$ cat config.mk
export PLATFORM = sky130hd
export DESIGN_NAME = fractal_frame_sequencer
export DESIGN_NICKNAME = d
export VERILOG_FILES = /design/src/rtl/fractal_pkg.sv /design/src/rtl/frame_line_counter.sv /design/src/rtl/fractal_frame_sequencer.sv
export SDC_FILE = /design/constraint.sdc
export NUM_CORES = 2
export LEC_CHECK = 0
export BUFFER_PORTS_ARGS = -buffer_cell sky130_fd_sc_hd__buf_2
export CORE_MARGIN = 3
export CORE_UTILIZATION = 45
export DETAILED_ROUTE_END_ITERATION = 16
export PLACE_DENSITY = 0.72
export SLEW_MARGIN = 15
export SYNTH_ARGS = -nofsm -noshare
export SYNTH_HDL_FRONTEND = slang
export SYNTH_SLANG_ARGS = --single-unit
$ cat constraint.sdc
create_clock -name clk -period 56.9 [get_ports clk]
set_clock_uncertainty 0.1 [all_clocks]
set_input_delay 11.38 -clock clk [delete_from_list [all_inputs] [get_ports clk]]
set_output_delay 11.38 -clock clk [all_outputs]
set_load 0.01 [all_outputs]
$ cat src/rtl/fractal_pkg.sv
// Shared types for the fractal generator control path.
//   fixed_t     : signed Q4.28 value used for c, pitch and origin
//   dim_t       : resolution in pixels / lines
//   frac_cfg_t  : one frame configuration as offered by the register block
//   seq_state_t : frame sequencer state
package fractal_pkg;

    localparam int FRAC_BITS = 28;

    typedef logic signed [31:0] fixed_t;
    typedef logic [15:0]        dim_t;

    typedef struct packed {
        dim_t   width;
        dim_t   height;
        fixed_t cr0;
        fixed_t ci0;
        fixed_t dcr;
        fixed_t dci;
        fixed_t dx;
        fixed_t dy;
        fixed_t x0;
        fixed_t y0;
    } frac_cfg_t;

    typedef enum logic {
        GEN_RST = 1'b0,
        RUN     = 1'b1
    } seq_state_t;

endpackage

$ cat src/rtl/frame_line_counter.sv
// Counts generator line_end strobes to find the last line of each frame.
//   clk, reset   : clock, asynchronous active-high reset
//   enable       : low holds the counter at line 0 and ignores strobes
//   frame_start  : forces the count back to the first line
//   line_end     : end of one line
//   height       : lines per frame
//   frame_done   : one-cycle pulse on the line_end that closes a frame
module frame_line_counter
    import fractal_pkg::*;
(
    input  logic clk,
    input  logic reset,
    input  logic enable,
    input  logic frame_start,
    input  logic line_end,
    input  dim_t height,
    output logic frame_done
);

    dim_t line_cnt;
    dim_t line_base;

    // frame_start takes effect before a coincident line_end is counted
    always_comb begin
        line_base  = frame_start ? '0 : line_cnt;
        frame_done = enable && line_end && (line_base == dim_t'(height - 16'd1));
    end

    always_ff @(posedge clk or posedge reset) begin
        if (reset) begin
            line_cnt <= '0;
        end else if (!enable) begin
            line_cnt <= '0;
        end else if (line_end) begin
            line_cnt <= frame_done ? '0 : dim_t'(line_base + 16'd1);
        end else if (frame_start) begin
            line_cnt <= '0;
        end
    end

endmodule

$ cat src/rtl/fractal_frame_sequencer.sv
// Frame-level controller for fractal_generator: owns its configuration and
// reset, accepts new configurations via valid/ready, sweeps the Julia
// constant c back and forth one step per frame, and re-resets the generator
// whenever the resolution changes.
//   cfg_*                 : configuration offered by the register block
//   cfg_valid/cfg_ready   : configuration handshake
//   pause                 : freeze the sweep (pending configs still apply)
//   frame_start, line_end : generator tuser/tlast, already tvalid-qualified
//   gen_resetn            : generator reset, active-low
//   width..y0             : registered generator configuration
//   frame_idx             : current sweep index k
//   busy                  : generator in reset or a configuration pending
module fractal_frame_sequencer
    import fractal_pkg::*;
#(
    parameter int RESET_CYCLES = 8,
    parameter int FRAME_W      = 16,
    parameter int DEF_WIDTH    = 1920,
    parameter int DEF_HEIGHT   = 1080
) (
    input  logic                clk,
    input  logic                reset,
    input  logic                cfg_valid,
    output logic                cfg_ready,
    input  logic [15:0]         cfg_width,
    input  logic [15:0]         cfg_height,
    input  logic signed [31:0]  cfg_cr0,
    input  logic signed [31:0]  cfg_ci0,
    input  logic signed [31:0]  cfg_dcr,
    input  logic signed [31:0]  cfg_dci,
    input  logic [FRAME_W-1:0]  cfg_frames,
    input  logic signed [31:0]  cfg_dx,
    input  logic signed [31:0]  cfg_dy,
    input  logic signed [31:0]  cfg_x0,
    input  logic signed [31:0]  cfg_y0,
    input  logic                pause,
    input  logic                frame_start,
    input  logic                line_end,
    output logic                gen_resetn,
    output logic [15:0]         width,
    output logic [15:0]         height,
    output logic signed [31:0]  cr,
    output logic signed [31:0]  ci,
    output logic signed [31:0]  dx,
    output logic signed [31:0]  dy,
    output logic signed [31:0]  x0,
    output logic signed [31:0]  y0,
    output logic [FRAME_W-1:0]  frame_idx,
    output logic                busy
);

    localparam int RC_W = $clog2(RESET_CYCLES);
    localparam logic [RC_W-1:0] RC_LAST = RC_W'(RESET_CYCLES - 1);

    seq_state_t         state, state_n;
    logic [RC_W-1:0]    rst_cnt, rst_cnt_n;
    logic               pending, pending_n;
    logic               dir_up, dir_up_n;
    frac_cfg_t          shadow, shadow_n, cfg_in, load_src;
    logic [FRAME_W-1:0] shadow_frames, frames_n, k_n;
    logic               gen_resetn_n, cfg_ready_n, busy_n;
    dim_t               width_n, height_n;
    fixed_t             cr_n, ci_n, dx_n, dy_n, x0_n, y0_n;
    logic               frame_done, accept, load, go_up;

    assign cfg_in = '{width: cfg_width, height: cfg_height,
                      cr0: cfg_cr0, ci0: cfg_ci0, dcr: cfg_dcr, dci: cfg_dci,
                      dx: cfg_dx, dy: cfg_dy, x0: cfg_x0, y0: cfg_y0};

    frame_line_counter u_line_counter (
        .clk         (clk),
        .reset       (reset),
        .enable      (state == RUN),
        .frame_start (frame_start),
        .line_end    (line_end),
        .height      (height),
        .frame_done  (frame_done)
    );

    always_comb begin
        state_n      = state;
        rst_cnt_n    = rst_cnt;
        gen_resetn_n = gen_resetn;
        pending_n    = pending;
        dir_up_n     = dir_up;
        k_n          = frame_idx;
        cr_n         = cr;
        ci_n         = ci;
        width_n      = width;
        height_n     = height;
        dx_n         = dx;
        dy_n         = dy;
        x0_n         = x0;
        y0_n         = y0;
        shadow_n     = shadow;
        frames_n     = shadow_frames;
        load         = 1'b0;
        load_src     = shadow;
        accept       = cfg_valid && cfg_ready;
        // Reversal at either end of the sweep folds into the opposite step
        go_up        = dir_up ? (frame_idx < shadow_frames - FRAME_W'(1))
                              : (frame_idx == '0);

        case (state)
            GEN_RST: begin
                gen_resetn_n = 1'b0;
                if (rst_cnt == RC_LAST) begin
                    state_n      = RUN;
                    rst_cnt_n    = '0;
                    gen_resetn_n = 1'b1;
                end else begin
                    rst_cnt_n = rst_cnt + 1'b1;
                end
            end
            RUN: begin
                if (frame_done && pending) begin
                    load      = 1'b1;
                    pending_n = 1'b0;
                end else if (frame_done && !pause && shadow_frames > FRAME_W'(1)) begin
                    dir_up_n = go_up;
                    if (go_up) begin
                        k_n  = frame_idx + 1'b1;
                        cr_n = cr + shadow.dcr;
                        ci_n = ci + shadow.dci;
                    end else begin
                        k_n  = frame_idx - 1'b1;
                        cr_n = cr - shadow.dcr;
                        ci_n = ci - shadow.dci;
                    end
                end
                // The step above already used the old shadow values
                if (accept) begin
                    shadow_n = cfg_in;
                    frames_n = cfg_frames;
                    if (cfg_width != width || cfg_height != height) begin
                        load         = 1'b1;
                        load_src     = cfg_in;
                        state_n      = GEN_RST;
                        rst_cnt_n    = '0;
                        gen_resetn_n = 1'b0;
                        pending_n    = 1'b0;
                    end else begin
                        pending_n = 1'b1;
                    end
                end
            end
            default: state_n = GEN_RST;
        endcase

        if (load) begin
            width_n  = load_src.width;
            height_n = load_src.height;
            dx_n     = load_src.dx;
            dy_n     = load_src.dy;
            x0_n     = load_src.x0;
            y0_n     = load_src.y0;
            cr_n     = load_src.cr0;
            ci_n     = load_src.ci0;
            k_n      = '0;
            dir_up_n = 1'b1;
        end

        cfg_ready_n = (state_n == RUN) && !pending_n;
        busy_n      = (state_n == GEN_RST) || pending_n;
    end

    always_ff @(posedge clk or posedge reset) begin
        if (reset) begin
            state         <= GEN_RST;
            rst_cnt       <= '0;
            gen_resetn    <= 1'b0;
            cfg_ready     <= 1'b0;
            busy          <= 1'b1;
            pending       <= 1'b0;
            dir_up        <= 1'b1;
            frame_idx     <= '0;
            shadow        <= '0;
            shadow_frames <= '0;
            width         <= dim_t'(DEF_WIDTH);
            height        <= dim_t'(DEF_HEIGHT);
            cr            <= '0;
            ci            <= '0;
            dx            <= '0;
            dy            <= '0;
            x0            <= '0;
            y0            <= '0;
        end else begin
            state         <= state_n;
            rst_cnt       <= rst_cnt_n;
            gen_resetn    <= gen_resetn_n;
            cfg_ready     <= cfg_ready_n;
            busy          <= busy_n;
            pending       <= pending_n;
            dir_up        <= dir_up_n;
            frame_idx     <= k_n;
            shadow        <= shadow_n;
            shadow_frames <= frames_n;
            width         <= width_n;
            height        <= height_n;
            cr            <= cr_n;
            ci            <= ci_n;
            dx            <= dx_n;
            dy            <= dy_n;
            x0            <= x0_n;
            y0            <= y0_n;
        end
    end

endmodule
======== After elaboration in Yosys (flattened, before gate mapping) ========
Cells that the tools add are included.
W data, S select, Z words.
storage, ports and cells
  register bits after elaboration ......... 569
  bits of input ports ..................... 310
  output and inout bits ................... 243
  word-level logic and storage cells ...... 111
operators by class
  add/subtract/negate cells ............... 10
  magnitude comparators ................... 2
  equal/unequal tests ..................... 7
  muxes and demuxes ....................... 45
  bitwise operators ....................... 2
  reductions and logical operators ........ 17
operator list
  operator                 count
  $mux W288                3
  $mux W32                 10
  $mux W16                 9
  $add A32 B32 Y32         2
  $sub A32 B32 Y32         2
  $sub A16 B1 Y16 const B  3
  $add A16 B1 Y16 const B  2
  $ne A16 B16 Y1           2
  $mux W1                  17
  $eq A16 B16 Y1           1
  $gt A16 B1 Y1 const B    1
  $logic_not A16 Y1        1
  $lt A16 B16 Y1           1
  $mux W3                  3
  $logic_and A1 B1 Y1      7
  $pmux W3 S2              1
  $ne A2 B1 Y1 const B     2
  $pmux W1 S2              2
  $reduce_and A2 Y1        2
  $reduce_bool A2 Y1       2
  $add A3 B1 Y3 const B    1
  $eq A3 B3 Y1 const B     1
  $reduce_and A3 Y1        1
  $logic_not A1 Y1         2
  other kinds (3)          5

======== Depth between registers and ports, before layout ========
  word-level depth ........................ 10
  gate-level depth with buffers ........... 30
  gate-level depth less buffers ........... 29

======== By module ========
A second synthesis with hierarchy kept.
second synthesis, totals
  cell total of the unflattened synthesis .. 3,666
  area, all modules ....................... 30,045.1 um^2
modules (own cells, without submodules)
  module                   times used  cells an instance  area each (um^2)  seq. area each (um^2)
  fractal_frame_sequencer  1           3,461              28,446.0          13,850.8
  frame_line_counter       1           205                1,599.0           400.4

======== Worst setup path after synthesis ========
Ideal clock, no wire load.
  path kind ............................... input port to flip-flop
  from .................................... input port frame_start
  to ...................................... register x0[0]
  library setup time ...................... 0.132 ns
  arrival time ............................ 13.631 ns
  data required time ...................... 56.668 ns
  slack ................................... 43.037 ns
  cell stages on the path ................. 14
  buffers on the path ..................... 5
  path through ............................ clkbuf_1 clkbuf_1 nor2_1 xnor2_1 nor4_1 o21ai_0 a2111oi_4 and2_1 nor2_1 buf_6 buf_6 buf_4 nand2_1 o21ai_1
on the way
  word-level cells in the longest chain between the ends .. 8
ends and longest elaborated chain
  item                   line                            text
  start, declared        fractal_frame_sequencer.sv:37   input logic frame_start,
  $mux W16 *             n/a
  $eq A16 B16 Y1 *       frame_line_counter.sv:26        frame_done = enable && line_end && (line_base == dim_t'(height - 16'd1));
  $logic_and A1 B1 Y1 *  frame_line_counter.sv:26
  $logic_and A1 B1 Y1 *  fractal_frame_sequencer.sv:116  if (frame_done && pending) begin
  $mux W1 *              fractal_frame_sequencer.sv:116
  $mux W1                fractal_frame_sequencer.sv:135  if (cfg_width != width || cfg_height != height) begin
  $mux W1 *              fractal_frame_sequencer.sv:132  if (accept) begin
  $mux W1 *              fractal_frame_sequencer.sv:104  case (state)
  end signal, assigned   fractal_frame_sequencer.sv:204  x0 <= x0_n;
  end, declared          fractal_frame_sequencer.sv:46   output logic signed [31:0] x0,
Every way passes the cells marked *; elsewhere a longest branch is shown, timed or not.
A chain may end at the register's enable or synchronous reset.

======== Worst setup path after layout ========
  from .................................... input port frame_start
  to ...................................... register y0[19]
on the way
  word-level cells in the longest chain between the ends .. 8
ends and longest elaborated chain
  item                   line                            text
  $mux W16 *             n/a
  $eq A16 B16 Y1 *       frame_line_counter.sv:26
  $logic_and A1 B1 Y1 *  frame_line_counter.sv:26
  $logic_and A1 B1 Y1 *  fractal_frame_sequencer.sv:116
  $mux W1 *              fractal_frame_sequencer.sv:116
  $mux W1                fractal_frame_sequencer.sv:135
  $mux W1 *              fractal_frame_sequencer.sv:132
  $mux W1 *              fractal_frame_sequencer.sv:104
  end signal, assigned   fractal_frame_sequencer.sv:205  y0 <= y0_n;
  end, declared          fractal_frame_sequencer.sv:47   output logic signed [31:0] y0,
Marked as above.

==> flow_summary.yaml <==
status:
  status: "finished clean"
synthesis:
  synth-edff-count: 0
  synthAdderAreaFrac: 0.0428
  synth_most_common_cell: "nand2_1"
  synth_top_area_share: 0.461
  syn_avg_cell_area_um2: 8.88
  yosys_register_bits: 569
  synth_ff_type: "dfrtp_1"
  synthMuxAreaShare: 0.0744
  syn_area_mm2: 0.0303
  ys_async_sr_fraction: 1.00
  synthSimpleGateAreaFrac: 0.202
  synth_warnings: 0
  synthCells: 3412
  ys_seq_area_frac: 0.470
  synth_common_cells: "1,144 x nand2_1, 559 x dfrtp_1, 223 x mux2i_1, 138 x nor2_1, 137 x a21oi_1"
  ys_types: 73
  mappedNetlistNets: 3824
  synth_compound_area_frac: 0.120
  synth_area_leaders: "dfrtp_1 46%, nand2_1 14%, mux2i_1 7.4%, ha_1 4.1%, xnor2_1 3.3%"
  synth_xor_xnor_area_share: 0.0587
  synth_top_family_by_area: "simple AND/OR/NAND/NOR gates"
  yosysTopAreaCell: "dfrtp_1"
worst_setup_path:
  setup.worst_path.start_class: "primary input"
  required_ns: 57.24
  startpoint: "frame_start"
  rr_startpoint: "shadow_frames[4]"
  critPathArrivalTime_ns: 15.10
  crit_type: "primary input to flip-flop"
  end_kind: "flip-flop"
  cp_max_fo: 107
cts:
  clkTransAtPathRegs_ns: 0.06
  cts_resized: 0
  clock_latency_ns: 0.62
  cts_root_buffer: "clkbuf_16"
  cts_buffer_depth: 3
  cts_hold_buf: 0
  tritoncts: "yes"
  htreeDepth: 3
  cts_sinks: 569
  numCtsBuffers: 66
  cts_setup_buffers: 0
detailed_routing:
  num_vias: 25553
  wl_um: 87000
  drtPass1Iterations: 5
  wl_per_cell_um: 18.1
  drt_iter0_drc: 1808
  vias_per_cell: 5.31
  ant_nets: 0
  drc: 0
sta:
  worst_slew_pin_slew_ns: 1.16
  period_minus_slack_ns: 14.76
  rsz0062_at_grt: "false"
  max_slew_margin: 0.227
  setup_violations: 0
  fin_tns_setup_ns: 0
  min_period_over_period: 0.259
  worst_slack_ns: 42.14
  hold_violations: 0
  slew_violations: 0
  whs_ns: 0.371
  fmax_mhz: 67.7
die:
  rows: 94
  start_util: 0.458
  io_pins: 553
  die_w_um: 266
  die_area_mm2: 0.0705
  dieHeight_um: 266
  coreArea_mm2: 0.0662
worst_hold_path:
  hold_path.startpoint: "shadow[275]"
  hold_class: "flip-flop to flip-flop"
placement:
  portBuffers: 552
  dp_hpwl_um: 60900
  dpl_worst_slack_ns: 41.61
  routabilityCongestion: 0.906
  post_dp_cell_area_mm2: 0.0336
final_layout:
  final_nets: 4291
  fillerInstances: 5948
  drive_gt1_frac: 0.181
  area_delta_synth_final_pct: 18.6
  final_util: 0.543
  final_area_mm2: 0.0359
grt:
  grt_pass1_vias: 25475
  track_usage: 0.244
  grt_pass1_wl_um: 139000
  antenna_found_initial: 29
  grt_start_max_net_pins: 161
  grt_overflow: 0
power:
  powerDensity_mw_per_mm2: 60.4
  peakVddDrop_mv: 0.0294
  leakage_uw: 0.0178
job:
  maxCapViolCount: 0
==> state kept, by name, summed over array words and instances (netlist names), 32 cells and up <==
| signal | cells |
|---|---|
| ci | 32 |
| cr | 32 |
| dx | 32 |
| dy | 32 |
| shadow | 288 |
| x0 | 32 |
| y0 | 32 |
==> power breakdown <==
group	total, uW	internal, uW	switching, uW	leakage [uW]
sequential	720	578	142	0.00714
clock	442	260	181	0.00111
combinational	1010	425	584	0.00956
total	2170	1260	907	0.0178
==> stage by stage <==
stage	cells	power [uW]
5_1_grt	4805	2350
3_5_place_dp	4675	1730
4_1_cts	4793	2180
6_report	4814	2170
2_1_floorplan	3412	1430
3_3_place_gp	4675	1700
==> cells by family after synthesis <==
kind of cell / after synthesis
flops: 569
fa+ha+maj: 102
mux: 225
simple gates: 1496
xor+xnor: 203
compound gates: 597
buf+inv: 220
==> critical path, stage by stage <==
cell	delay, ns
buf_2	0.22
nand2b_1	0.27
and2_0	0.18
o21ai_0	0.17
a21boi_0	0.14
o21ai_0	0.33
a2111oi_4	0.08
and2_1	0.23
nor2_4	0.10
buf_4	0.75
buf_4	0.88
o21ai_1	0.18
==> metal layers <==
metal  GRT usage  vias to the layer above  part of all wire
met3      0.0695                      167             0.077
li1            -                    12444                 -
met5           0                        -            0.0017
met1       0.314                    12190              0.43
met4      0.0902                       22             0.031
met2       0.392                      730              0.46
==> placed cells by master (no fill, tap or decap), types with 10 or more instances in the layout <==
cell,n
nor2_1,136
o31ai_1,22
inv_1,41
a21oi_1,137
nand2b_1,20
dfrtp_1,559
ha_1,99
o21bai_1,11
mux2i_1,223
and3_1,13
nand4_1,16
xnor2_1,113
a211oi_1,60
o21a_1,10
o211a_1,12
a21o_1,42
nor4_1,19
nor3_1,37
dfstp_2,10
nand2_1,1144
nand3_1,23
o21ai_1,121
o21ai_0,115
a31oi_1,18
clkbuf_1,17
clkbuf_16,67
or3_1,12
buf_4,22
clkbuf_8,12
buf_2,552
diode_2,21
nor2b_1,34
xor2_1,90
==> worst paths after layout <==
kind,slack [ns],end,cells past startpoint
worst min register to register,0.37,shadow[275],2
worst max register to register,49.57,cr[31],29
worst max-delay path,42.14,y0[19],12
worst min-delay path,0.37,shadow[275],2
min in group asynchronous,10.76,dx[0],2
max in group asynchronous,43.00,cr[4],5
==> layout make-up <==
cell class	instances	area (um2)	share of cell area
Sequential cell	569	14300	0.397
Multi-Input combinational cell	2623	15100	0.421
Clock buffer	96	1910	0.0530
Timing Repair Buffer	576	2970	0.0826
Antenna cell	21	52.6	0.00146
Tap cell	864	1080	0.0301
Clock inverter	22	387	0.0108
Inverter	43	169	0.00470
Power figures use the tool's default switching activity.
